### src/rtl/seq_datapath_primitives.sv
// Step counter, 4-way word mux and universal shift register
// shared by the iterative multiplier and divider.
module seq_datapath_primitives #(
    parameter int WIDTH     = 32,
    parameter int CNT_WIDTH = 6
) (
    input  logic                 clk,
    input  logic                 r_n,
    output logic [CNT_WIDTH-1:0] cnt,
    input  logic                 sr_si,
    input  logic [1:0]           sr_ctrl,
    input  logic [WIDTH-1:0]     sr_d,
    output logic                 sr_so,
    output logic [WIDTH-1:0]     sr_q,
    input  logic [WIDTH-1:0]     mux_in0,
    input  logic [WIDTH-1:0]     mux_in1,
    input  logic [WIDTH-1:0]     mux_in2,
    input  logic [WIDTH-1:0]     mux_in3,
    input  logic [1:0]           mux_sel,
    output logic [WIDTH-1:0]     mux_out
);

    typedef enum logic [1:0] {
        SR_HOLD  = 2'b00,
        SR_LEFT  = 2'b01,
        SR_RIGHT = 2'b10,
        SR_LOAD  = 2'b11
    } sr_mode_e;

    sr_mode_e         sr_mode;
    logic [WIDTH-1:0] sr_nxt;

    assign sr_mode = sr_mode_e'(sr_ctrl);

    always_ff @(posedge clk or negedge r_n) begin
        if (!r_n) begin
            cnt <= '0;
        end else begin
            cnt <= cnt + 1'b1;
        end
    end

    always_comb begin
        sr_nxt = sr_q;
        unique case (sr_mode)
            SR_HOLD:  sr_nxt = sr_q;
            SR_LEFT:  sr_nxt = {sr_q[WIDTH-2:0], sr_si};
            SR_RIGHT: sr_nxt = {sr_si, sr_q[WIDTH-1:1]};
            SR_LOAD:  sr_nxt = sr_d;
            default:  sr_nxt = sr_q;
        endcase
    end

    always_ff @(posedge clk or negedge r_n) begin
        if (!r_n) begin
            sr_q <= '0;
        end else begin
            sr_q <= sr_nxt;
        end
    end

    // Pre-edge bit, so a chained register receives it on the same edge
    assign sr_so = (sr_mode == SR_LEFT) ? sr_q[WIDTH-1] : sr_q[0];

    always_comb begin
        mux_out = mux_in0;
        unique case (mux_sel)
            2'b00:   mux_out = mux_in0;
            2'b01:   mux_out = mux_in1;
            2'b10:   mux_out = mux_in2;
            2'b11:   mux_out = mux_in3;
            default: mux_out = mux_in0;
        endcase
    end

endmodule

### config.mk
export PLATFORM = sky130hd
export DESIGN_NAME = seq_datapath_primitives
export DESIGN_NICKNAME = d
export VERILOG_FILES = /design/src/rtl/seq_datapath_primitives.sv
export SDC_FILE = /design/constraint.sdc
export NUM_CORES = 1
export LEC_CHECK = 0
export CORE_AREA = 2 2 92 94
export DETAILED_ROUTE_END_ITERATION = 16
export DIE_AREA = 0 0 94 96
export PLACE_DENSITY_LB_ADDON = 0.05
export SLEW_MARGIN = 20
export SYNTH_ARGS = -nofsm -noshare
export SYNTH_HDL_FRONTEND = slang
export SYNTH_SLANG_ARGS = --single-unit
### constraint.sdc
create_clock -name clk -period 3.3 [get_ports clk]
set_clock_uncertainty 0.15 [all_clocks]
set_input_delay 0.66 -clock clk [delete_from_list [all_inputs] [get_ports clk]]
set_output_delay 0.66 -clock clk [all_outputs]
set_load 0.005 [all_outputs]
Yosys cells after proc, flatten, opt, wreduce, memory -nomap -nowiden:

Index checks and enable logic that the tools add are counted.

* register bits after elaboration: 38
* bits in latches: 0
* RAM bits: 0
* bits in read-only memories: 0
* bits of input ports: 167
* output and inout bits: 71
* logic and storage cells: 14
* memories: 0

* $add $sub $neg: 1
* multipliers: 0
* divide/modulo/power cells: 0
* $lt $le $gt $ge: 0
* equality and inequality tests: 6
* shifts and indexed selects: 0
* mux-type cells: 3
* bitwise operators: 0
* reduce and logical (&&, ||, !) cells: 2

Operators by type and width (count)
* case mux 32 bit (4 select lines): 1
* case mux 32 bit (3 select lines): 1
* == test 2 bit, second input constant: 4
* adder 6 x 1 -> 6 bit, second input constant: 1
* == test 2 x 1 -> 1 bit, second input constant: 2
* logical NOT 2 bit: 2
* 2-to-1 mux 1 bit: 1

Longest topological paths before layout:

* depth after elaboration: 2
* mapped depth: 4
* gate-level depth less buffers: 3

Worst setup path before layout:

OpenSTA, ideal clock, no wires.

* kind: input -> output
* from: input port mux_sel[0]
* to: output port mux_out[10]
* data arrival time: 1427 ps
* required time: 2490 ps
* slack: 1063 ps
* cell stages on the path: 3
* cells stage by stage: buf_6 > buf_12 > mux4_2

* word-level cells in the longest chain between the ends: 2

Ends and longest elaborated chain
* start, declared: RTL line 19 `input logic [1:0] mux_sel,`
* == test 2 bit (tied with other cells): RTL line 67 `unique case (mux_sel)`
* case mux 32 bit (4 select lines) (*): RTL line 67
* end, declared: RTL line 20 `output logic [WIDTH-1:0] mux_out`

Every way passes the cells marked *; elsewhere a longest branch is shown, timed or not.

Worst setup path in the final report:

* from: input port mux_sel[1]
* to: output port mux_out[5]

Same word-level chain as after synthesis.

==> results by stage <==
Clock network:
- For the worst-skew pair, the clock arrives at the later sink with an insertion delay of between 200 and 300 ps.
- The count of hold-fix buffers inserted at cts is 0.
- Counting the buffers created by CTS gives 5.
- In this run the deepest clock path goes through 2 buffers.
- Buffers added to address setup during post-CTS repair amount to 0.
- Gates resized during post-CTS repair numbered 0.
- CTS built an H-tree with a depth of 2.
- The CTS tree is built.
- The master cell of the clock root buffer is clkbuf_8.
- Counting every sink on the clock net gives 38.
- Clock-pin slew was measured on the worst setup and hold paths at ~80 ps.

Synthesis:
- The cell area after technology mapping is between 0.002 and 0.003 sq mm.
- After synthesis, the cell types taking the most area are mux4_2, dfrtp_1, buf_12, buf_6, xnor2_1.
- Counting flops with an async set or reset pin after synthesis yields a share of 100.0%.
- The most common cell in the synthesized netlist is mux4_2.
- During synthesis, Yosys emitted a total of 0 warnings.
- The proportion of synthesized chip area in sequential cells is 35.63%.
- The synthesized net count is 297.
- The synthesized instance count is 129.
- The number of distinct library cell variants in the gate-level netlist after synthesis is 14.
- Of all cell types, the one taking the most synthesized area is mux4_2.
- The most used flip-flop cell after synthesis is dfrtp_1.
- Averaged over all synthesized cells, the footprint is 20.69 sq um.
- Of the post-synthesis cell area, the dominant cell type holds 54.01%.
- Counting flops and latches in the post-synthesis netlist gives 38.
- By count the netlist is led by mux4_2, dfrtp_1, buf_12, buf_6.
- The synthesized design contains 0 enable-type register cells.

Pwr:
- Dividing total power by cell area gives a power density of 371.9 mW/mm^2.
- In this run the static leakage power is between 1.5 and 2 nW.
- The largest voltage drop on the vdd net is 0.0001898 V.

Setup path:
- In this run the critical register-to-register path is captured at sr_q[2].
- The setup slack of the most critical reg-to-reg path is around 2100 ps.
- The critical path start-end classification is primary input to output pin.
- For the worst setup path, the data arrival time is around 2200 ps.
- The startpoint of the most critical register-to-register path is sr_q[3].
- Along the worst path, the maximum fanout reaches 32.
- The worst setup path is launched from a primary input.
- For the worst setup path, the data required time is 2490 ps.
- The cell depth of the worst flop-to-flop path is 1.
- The worst setup path is captured at an output pin.

Die:
- From left edge to right edge, the die measures around 94 microns.
- Row generation in the floorplan step produced 33 rows.
- After floorplanning, the core was sized to cover ~0.008 sq mm.
- The die covers between 0.009 and 0.01 sq mm.
- Once the floorplan was initialized, standard cells occupied between 30% and 40% of the core.
- The I/O pin count is 238.
- The height of the chip is 96 microns.

Layout:
- The share of layout cells above drive strength 1 is between 20 and 25%.
- The diode insertion count for antenna repair is 0.
- Compared with the post-synthesis result, the final layout area differs by 93.76%.
- In the final design database the tool counted 531 nets.
- The end-of-flow core utilization is 64.23%.

Detailed routing:
- The remaining number of nets flagged by the antenna check after routing is 0.
- For this block, the via count after detailed routing is ~2400.
- The number of search-and-repair iterations in the first detailed-routing pass is 4.
- The violation count after the first detailed-routing iteration is 52.
- The average routed wire per standard cell is 20.34 microns.
- The post-detailed-routing wire length is approximately 9.5 mm.
- The routed via count divided by cell count is approximately 5.1.
- In the routed design, unresolved DRC markers number 0.

GRT:
- The number of antenna violations at the first check in global routing is 0.
- The number of global-route vias before repair is approximately 2600.
- The maximum number of pins on one net before global-route repair is 39.
- The total overflow reported by the global router is 0.
- For this run, the total global-route usage over all layers was measured as between 20 and 25%.
- The first global-routing pass estimated approximately 14 mm of wire.

STA:
- The worst pin sits at a relative slew slack of a little under half.
- For the pin with the worst max-slew slack, the measured transition is 823.4 ps.
- The number of hold-slack violations in the final timing report was 0.
- The final count of pins violating max slew is 0.
- The worst path meets setup with roughly 280 ps of slack.
- The count of final setup violators is 0.
- Of the available clock period, the critical path in the final layout requires 91.60%.
- Adding up every negative setup slack in the final design gives 0 ps.
- The minimum period implied by the final worst setup slack is about 3000 ps.
- The maximum clock rate is 330.8 MHz.
- Setup repair after global routing left no endpoint under its margin.

Outcome:
- The run finished with clean final reports.

Job:
- Across the run, the number of max-cap violations was 0.

Worst hold path:
- In this run the worst hold path is classified as primary input to asynchronous set/reset pin.

Place:
- The congestion estimate from routability-driven global placement came to around 0.73.
- The count of buffers added on input and output ports is 237.
- The placement-stage worst setup slack is between 200 and 300 ps.
- The HPWL after detailed placement is 7.984 mm.
==> report_power, final <==
| group | total, W | internal, W | switching (W) |
|---|---|---|---|
| combinational | 0.000791 | 0.000604 | 0.000187 |
| sequential | 0.000662 | 0.000559 | 0.000103 |
| clock | 0.000470 | 0.000303 | 0.000167 |
| total | 0.00192 | 0.00147 | 0.000457 |
==> flip-flops by register name, summed over array words and instances (netlist names) <==
register and cells:
sr_q 32, cnt 6
==> critical path, stage by stage <==
cell,delay [ps]
clkdlybuf4s50_1,510
buf_12,220
mux4_2,330
clkdlybuf4s50_1,480
==> metrics by stage <==
stage	cell area, sq um	total power (W)	hold WS (ps)	cells
after global placement	5034	0.001459	312.4	461
after CTS	5171	0.001949	339.9	469
after detailed placement	5034	0.001467	335.7	461
final	5171	0.001923	311.0	469
after global routing	5171	0.002028	364.8	469
after floorplan	2669	0.0009402	214.4	129
==> cells by family (layout without fill, tap and decap cells) <==
logic type    Yosys count  in the layout  share of synthesized area (%)
mux                    65             65                          54.43
buf+inv                16            251                          7.126
fa+ha+maj               1              1                         0.4687
xor+xnor                4              4                          1.313
flops                  38             38                          35.63
simple gates            5              5                          1.032
==> metal layers <==
| metal | wire, microns | global-route usage, % | share of wire (%) |
|---|---|---|---|
| met3 | 734 | 6.421 | 7.7 |
| met1 | 3396 | 26.12 | 36 |
| met2 | 5179 | 34.64 | 54 |
| met4 | 227 | 6.522 | 2.4 |
| met5 | 0 | 0 | 0 |
==> cell usage in the layout (no fill, tap or decap) <==
master and count:
clkdlybuf4s50_1 234, mux4_2 64, dfrtp_1 38, clkbuf_8 5
nand3_1 3, xnor2_1 3, buf_2 3, buf_4 3
bufinv_16 2, buf_12 2, inv_1 1, and3_1 1
xor2_1 1, nand2b_1 1, mux2_2 1, ha_1 1
clkinv_4 1
==> final cells by class <==
class                           instances  area [sq um]
Sequential cell                        38         950.9
Tap cell                              105         131.4
Fill cell                             627          2880
Multi-Input combinational cell         75          1528
Timing Repair Buffer                  242          2420
Clock inverter                          3         68.82
Clock buffer                            5         68.82
Inverter                                1         3.754
==> worst max path at each step <==
stage / depth (start not counted) / slack (ps) / endpoint / startpoint
detailed placement: 4 / 270 / mux_out[5] / mux_sel[1]
finish: 4 / 280 / mux_out[5] / mux_sel[1]
floorplan: 3 / 1060 / mux_out[10] / mux_sel[0]
global placement: 4 / 290 / mux_out[5] / mux_sel[1]
global route: 4 / 220 / mux_out[5] / mux_sel[1]
CTS: 4 / 260 / mux_out[5] / mux_sel[1]
(Power assumes the default switching activity.)
